File: config.mk
export PLATFORM = sky130hd
export DESIGN_NAME = multi_edge_detector
export DESIGN_NICKNAME = d
export VERILOG_FILES = /design/src/rtl/multi_edge_detector.sv
export SDC_FILE = /design/constraint.sdc
export NUM_CORES = 1
export LEC_CHECK = 0
export ABC_CLOCK_PERIOD_IN_PS = 2300
export BUFFER_PORTS_ARGS = -buffer_cell sky130_fd_sc_hd__buf_2
export CAP_MARGIN = 15
export CORE_AREA = 2 2 75 77
export DETAILED_ROUTE_END_ITERATION = 8
export DIE_AREA = 0 0 77 79
export PLACE_DENSITY = 0.82
export SETUP_SLACK_MARGIN = 0.4
export SLEW_MARGIN = 20
export SYNTH_ARGS = -nofsm -noshare
export SYNTH_HDL_FRONTEND = slang
export SYNTH_SLANG_ARGS = --single-unit
File: constraint.sdc
create_clock -name clk -period 2.3 [get_ports clk]
set_input_delay 0 -clock clk [delete_from_list [all_inputs] [get_ports clk]]
set_output_delay 0 -clock clk [all_outputs]
set_load 0.005 [all_outputs]
File: src/rtl/multi_edge_detector.sv
// -----------------------------------------------------------------------------
// multi_edge_detector
//
// Multi-channel edge detector with input synchronisation and glitch filtering.
// Each channel runs independently:
//   signal_in -> SYNC_STAGES-flop synchroniser -> run-length filter (lvl/run)
//   -> registered edge pulse qualified by the per-channel mode
//   -> sticky "edge seen" flag and saturating edge counter.
//
// Parameters
//   CHANNELS    number of independent channels (1..32)
//   SYNC_STAGES synchroniser depth per channel (1..4)
//   FILTER_LEN  consecutive samples of a new level needed to accept it (1..255)
//   CNT_WIDTH   width of each per-channel edge counter (1..16)
//
// Ports
//   clk         clock, all state updates on the rising edge
//   rst         asynchronous, active-high reset of all state
//   signal_in   asynchronous channel inputs
//   mode        per channel [2i+1:2i]: 00 off, 01 rising, 10 falling, 11 both
//   sticky_clr  per channel level clear of the sticky flag
//   cnt_clr     per channel level clear of the edge counter
//   edge_out    one-cycle pulse per qualifying edge (registered)
//   level_out   filtered, synchronised level
//   sticky      latched "edge seen" flags
//   count       saturating edge counts, channel i at [i*CNT_WIDTH +: CNT_WIDTH]
//   any_edge    OR of edge_out
// -----------------------------------------------------------------------------
module multi_edge_detector #(
    parameter int CHANNELS    = 4,
    parameter int SYNC_STAGES = 2,
    parameter int FILTER_LEN  = 1,
    parameter int CNT_WIDTH   = 8
) (
    input  logic                          clk,
    input  logic                          rst,
    input  logic [CHANNELS-1:0]           signal_in,
    input  logic [2*CHANNELS-1:0]         mode,
    input  logic [CHANNELS-1:0]           sticky_clr,
    input  logic [CHANNELS-1:0]           cnt_clr,
    output logic [CHANNELS-1:0]           edge_out,
    output logic [CHANNELS-1:0]           level_out,
    output logic [CHANNELS-1:0]           sticky,
    output logic [CHANNELS*CNT_WIDTH-1:0] count,
    output logic                          any_edge
);

    localparam int                    RUN_W    = $clog2(FILTER_LEN + 1);
    localparam logic [RUN_W-1:0]      RUN_LAST = RUN_W'(FILTER_LEN - 1);
    localparam logic [CNT_WIDTH-1:0]  CNT_MAX  = '1;
    localparam logic [CNT_WIDTH-1:0]  CNT_ONE  = CNT_WIDTH'(1);

    // Counter increment that holds at all-ones instead of wrapping.
    function automatic logic [CNT_WIDTH-1:0] sat_inc(input logic [CNT_WIDTH-1:0] v);
        return (v == CNT_MAX) ? v : v + CNT_ONE;
    endfunction

    for (genvar g = 0; g < CHANNELS; g++) begin : g_ch
        logic [SYNC_STAGES-1:0] r_sync;
        logic [RUN_W-1:0]       r_run;
        logic                   r_lvl;
        logic                   r_edge;
        logic                   r_sticky;
        logic [CNT_WIDTH-1:0]   r_cnt;

        logic w_sync;
        logic w_flip;
        logic w_event;

        assign w_sync = r_sync[SYNC_STAGES-1];

        // The accepted level flips on the FILTER_LEN-th consecutive sample that
        // disagrees with it; run only counts the samples before that one.
        assign w_flip = (w_sync != r_lvl) && (r_run == RUN_LAST);

        // After a flip the new level equals w_sync: 1 means a rising edge
        // (mode bit 0), 0 a falling edge (mode bit 1).
        assign w_event = w_flip && (w_sync ? mode[2*g] : mode[2*g+1]);

        // Synchroniser: bit 0 captures the raw input, the MSB feeds the filter.
        always_ff @(posedge clk or posedge rst) begin
            if (rst) begin
                r_sync <= '0;
            end else begin
                r_sync <= (r_sync << 1) | SYNC_STAGES'(signal_in[g]);
            end
        end

        // Filter: run-length qualification of the synchronised level.
        always_ff @(posedge clk or posedge rst) begin
            if (rst) begin
                r_run <= '0;
                r_lvl <= 1'b0;
            end else if (w_sync == r_lvl) begin
                r_run <= '0;
            end else if (w_flip) begin
                r_run <= '0;
                r_lvl <= ~r_lvl;
            end else begin
                r_run <= r_run + 1'b1;
            end
        end

        // Edge pulse, sticky flag and counter all update on the flip clock.
        always_ff @(posedge clk or posedge rst) begin
            if (rst) begin
                r_edge   <= 1'b0;
                r_sticky <= 1'b0;
                r_cnt    <= '0;
            end else begin
                r_edge <= w_event;

                // A new edge takes priority over a simultaneous clear.
                if (w_event) begin
                    r_sticky <= 1'b1;
                end else if (sticky_clr[g]) begin
                    r_sticky <= 1'b0;
                end

                // Clear with a coincident edge leaves that edge counted.
                if (cnt_clr[g]) begin
                    r_cnt <= w_event ? CNT_ONE : '0;
                end else if (w_event) begin
                    r_cnt <= sat_inc(r_cnt);
                end
            end
        end

        assign edge_out[g]                          = r_edge;
        assign level_out[g]                         = r_lvl;
        assign sticky[g]                            = r_sticky;
        assign count[g*CNT_WIDTH +: CNT_WIDTH]      = r_cnt;
    end

    assign any_edge = |edge_out;

endmodule

======== Word level (Yosys, flattened, before mapping) ========
Cells that the tools add are included.
cells by class
  add/sub/neg operators ................... 8
  equality and inequality tests ........... 16
  multiplexer cells ....................... 36
  bitwise operators ....................... 16
  reduce and logical (&&, ||, !) cells .... 25
operators with widths
  operator                                                       count
  8-bit two-way mux                                              12
  8-bit by 1-bit adder with 8-bit output, second input constant  4
  8-bit == test, second input constant                           4
  1-bit two-way mux                                              24
  2-bit AND reduction                                            8
  2-bit nonzero test                                             8
  1-bit NOT                                                      12
  1-bit logical AND                                              8
  2-bit inequality test, second input constant                   4
  2-bit by 1-bit OR with 2-bit output                            4
  1-bit adder, second input constant                             4
  1-bit == test                                                  4
  1-bit inequality test                                          4
  4-bit OR reduction                                             1
word-level totals
  register bits ........................... 56
  bits of input ports ..................... 22
  output and inout bits ................... 45
  word-level logic and storage cells ...... 125

======== Depth between registers and ports, before layout ========
  word-level depth ........................ 5
  depth in mapped cells ................... 6
  mapped depth without buffers ............ 5

======== Worst setup path before layout ========
No wires, ideal clock.
  kind .................................... flip-flop to flip-flop
  start ................................... register g_ch[0].r_cnt[0]
  end ..................................... register g_ch[0].r_cnt[3]
  library setup time ...................... 0.078 ns
  arrival ................................. 1.593 ns
  data required time ...................... 2.222 ns
  slack ................................... 0.629 ns
  cell stages (with the launch flop) ...... 6
  buffers on the path ..................... 0
  clock period less this slack ............ 1.671 ns
  path through ............................ dfrtp_1 ha_1 and3_1 nor2b_1 or4_1 a21oi_1
on the way
  longest elaborated chain between the ends .. 4
  elaborated cells on any way between the ends .. 7
  those cells by class .................... add/sub (1); eq/ne (2); mux (3); reduce/logical (1)
ends and longest elaborated chain
  element                                 RTL line  source
  start: declaration                      64        logic [CNT_WIDTH-1:0] r_cnt;
  start signal: assignment                122       r_cnt <= w_event ? CNT_ONE : '0;
  start signal: assignment                124       r_cnt <= sat_inc(r_cnt);
  8-bit by 1-bit adder with 8-bit output  55        return (v == CNT_MAX) ? v : v + CNT_ONE;
  8-bit two-way mux                       55
  8-bit two-way mux                       123       end else if (w_event) begin
  8-bit two-way mux                       121       if (cnt_clr[g]) begin
Parallel ways exist; a longest one is shown, timed or not. The select of a mux whose other input is x is not followed.
A chain may end at the register's enable or synchronous reset.

======== Worst setup path after layout ========
Ends and elaborated chain as after synthesis.

==> results.sh <==
export IMPL_status="complete, no violations"
export IMPL_antenna_cells=0
export IMPL_synth_seq_cells=56
export IMPL_io_buffer_count=66
export IMPL_required_ns=2.52
export IMPL_clk_pin_slew_worst_paths_ns=0.09
export IMPL_dp_hpwl_um=3860
export IMPL_switching_share_pct=24.1
export IMPL_ir_drop_mv=0.338
export IMPL_root_buffer="clkbuf_8"
export IMPL_power_leakage_nw=1.52
export IMPL_die_w_um=77
export IMPL_cts_sinks=56
export IMPL_htree_levels=2
export IMPL_grt_use_total_pct=19.4
export IMPL_cp_start_kind="register"
export IMPL_drive_gt1_share_pct=27.8
export IMPL_maxCapViolations=0
export IMPL_setup_tns_final_ns=0
export IMPL_synth_edf_count=0
export IMPL_boundaryPins=67
export IMPL_initial_utilization_pct=50.9
export IMPL_gr_total_overflow=0
export IMPL_cts_tree="done"
export IMPL_p_comb_share_pct=10.4
export IMPL_path_cells="ha_1, and3_1, nor2b_1, or4_1, a21oi_1"
export IMPL_final_cell_count_no_fill=406
export IMPL_tightest_slew_ns=0.615
export IMPL_row_count=27
export IMPL_synth_cell_types=46
export IMPL_drtIter0Drc=107
export IMPL_rsz0062_at_grt="false"
export IMPL_synthesis_area_um2=2720
export IMPL_fmax_mhz=554
export IMPL_place_ws_ns=0.522
export IMPL_coreArea_um2=5340
export IMPL_seq_power_share_pct=59.5
export IMPL_grt_antenna_before_repair=0
export IMPL_p_per_area_nw_per_um2=547
export IMPL_ys_flop_type="dfrtp_1"
export IMPL_postCtsSetupRepairBufs=0
export IMPL_cts_buffers=5
export IMPL_postSynthCellCount=265
export IMPL_via_count=2227
export IMPL_ys_warn_count=0
export IMPL_intPower_w=0.00136
export IMPL_async_flop_share_pct=100
export IMPL_power_switching_w=0.000430
export IMPL_die_y_um=79
export IMPL_dieArea_um2=6080
export IMPL_slew_headroom_pct=58.9
export IMPL_clock_power_share_pct=30.2
export IMPL_ys_seq_area_share_pct=51.6
export IMPL_cp_arrival_ns=2.03
export IMPL_clock_path_buffers=2
export IMPL_setup_viol=0
export IMPL_skew_ns=0.0105
export IMPL_grt_pass1_vias=2170
export IMPL_place_congestion=0.861
export IMPL_crit_type="reg2reg"
export IMPL_whs_ns=0.246
export IMPL_fin_crit_sh_pct=78.5
export IMPL_mostFrequentLayoutCell="buf_2"
export IMPL_drcViolationCount=0
export IMPL_worstPathMaxFanout=6
export IMPL_finalHoldViolCount=0
export IMPL_num_fill_cells=472
export IMPL_synthToLayoutAreaGrowth_pct=20.3
export IMPL_setup_ws_ns=0.495
export IMPL_fin_crit_ns=1.80
export IMPL_dp_cells=386
export IMPL_grt_max_degree=30
export IMPL_wirelength_um=5570
export IMPL_total_power_w=0.00179
export IMPL_drv_slew=0
export IMPL_route_detailed_wl_per_inst_um=13.7
export IMPL_nets=360
export IMPL_hp_class="in2reg"
export IMPL_grt_first_pass_wirelength_um=9580
export IMPL_vias_per_cell=5.49
export IMPL_ant_nets=0
export IMPL_layout_common_cells="buf_2, dfrtp_1, a21oi_1, inv_1"
export IMPL_avgSynthCellArea_um2=10.3
export IMPL_cp_slowest_cell="or4_1"
export IMPL_worstSkewPairLatency_ns=0.30
export IMPL_cp_end_kind="register"
export IMPL_cp_slowest_stage_delay_ns=0.47
export IMPL_drt_first_pass_iters=4
## power groups by stage
stage          combinational (W)  clock, W  sequential (W)
2_1_floorplan           0.000123         0         0.00107
3_3_place_gp            0.000164         0         0.00108
3_5_place_dp            0.000168         0         0.00108
4_1_cts                 0.000186  0.000562         0.00106
5_1_grt                 0.000210  0.000598         0.00107
6_report                0.000185  0.000538         0.00106
## final timing paths
kind / startpoint / to / cells past startpoint / slack, ns
setup / recovery: g_ch[0].r_cnt[0]$_DFFE_PP0P_ / g_ch[0].r_cnt[3]$_DFFE_PP0P_ / 5 / 0.50
hold / removal: mode[3] / g_ch[1].r_sticky$_DFFE_PP0P_ / 4 / 0.25
setup reg to reg: g_ch[0].r_cnt[0]$_DFFE_PP0P_ / g_ch[0].r_cnt[3]$_DFFE_PP0P_ / 5 / 0.50
hold reg to reg: g_ch[0].r_sync[0]$_DFF_PP0_ / g_ch[0].r_sync[1]$_DFF_PP0_ / 0 / 0.35
max in group asynchronous: rst / g_ch[0].r_cnt[5]$_DFFE_PP0P_ / 4 / 1.42
min in group asynchronous: rst / g_ch[2].r_cnt[2]$_DFFE_PP0P_ / 3 / 0.31
## final cells by class
type / count / area, um2 / share of cell area (%)
clock buffers: 6 / 82.6 / 2.53
repair buffers: 80 / 480 / 14.7
clock inverters: 1 / 8.76 / 0.268
flip-flops and latches: 56 / 1400 / 42.9
inverters: 19 / 71.3 / 2.18
multi-input cells: 172 / 1130 / 34.7
well taps: 72 / 90.1 / 2.76
## sequential cells by signal (all words and copies together), names as in the netlist
name and count:
g_ch.r_cnt 32, g_ch.r_sync 8, g_ch.r_edge 4, g_ch.r_lvl 4, g_ch.r_run 4, g_ch.r_sticky 4
## stage by stage
step                area, um2  util [%]
detailed placement       3030      56.8
finish                   3270      61.2
floorplan                2730         -
global route             3270      61.2
global placement         3030      56.8
CTS                      3260      61.0
## cells in the mapped netlist, types with 2 or more instances
cell type	count	share of area, %
o2111ai_1	3	0.97
nor4_1	4	0.92
nand4_1	4	0.92
nand2b_1	3	0.69
nand3_1	13	2.4
nor2_1	14	1.9
clkbuf_1	2	0.28
buf_1	4	0.55
a211oi_1	3	0.83
nor3_1	7	1.3
o31ai_1	7	1.9
mux2_2	8	3.3
buf_4	12	3.3
dfrtp_1	56	52
and4bb_2	4	1.8
a21oi_1	19	3.5
nand3b_1	4	1.1
and3_1	4	0.92
o41ai_1	5	1.6
nor4bb_1	2	0.74
a41oi_1	3	0.97
o21ai_0	11	2.0
buf_2	2	0.37
or3_1	4	0.92
nor2b_1	7	1.6
or4_1	9	2.5
nand2_1	11	1.5
inv_1	19	2.6
ha_1	4	1.8
## logic make-up (layout without fill, tap and decap cells)
group           after synthesis  after routing  synth area share (%)
compound gates               59             59                  14.2
fa+ha+maj                     4              4                  1.84
simple gates                 94             94                  20.4
other cells                   1              4                 0.138
xor+xnor                      2              2                 0.645
buf+inv                      40            106                  7.55
mux                           9              9                  3.69
flops                        56             56                  51.6
## routing by layer
metal | share of wire (%) | GRT usage [%] | vias to the layer above | routed length, um
met5 | 0 | 0 | - | 0
met4 | 0.90 | 6.07 | 0 | 50
met3 | 3.4 | 3.86 | 6 | 190
met2 | 52 | 34.5 | 45 | 2880
met1 | 44 | 23.9 | 1084 | 2450
li1 | - | - | 1092 | -
## critical path: cells and delay by family, from the launching register on
kind            cells  cell delay, ns
fa+ha+maj           1            0.24
simple gates        3            0.89
compound gates      1            0.14
flops               1            0.45
## what timing repair did
| item | 4_1_cts | 5_1_grt |
|---|---|---|
| gates resized for setup | 0 | 3 |
| hold buffers | 13 | 0 |
| endpoints found under the hold margin | 59 | 0 |
| setup endpoints to repair | 0 | 5 |
(Power assumes the default switching activity.)
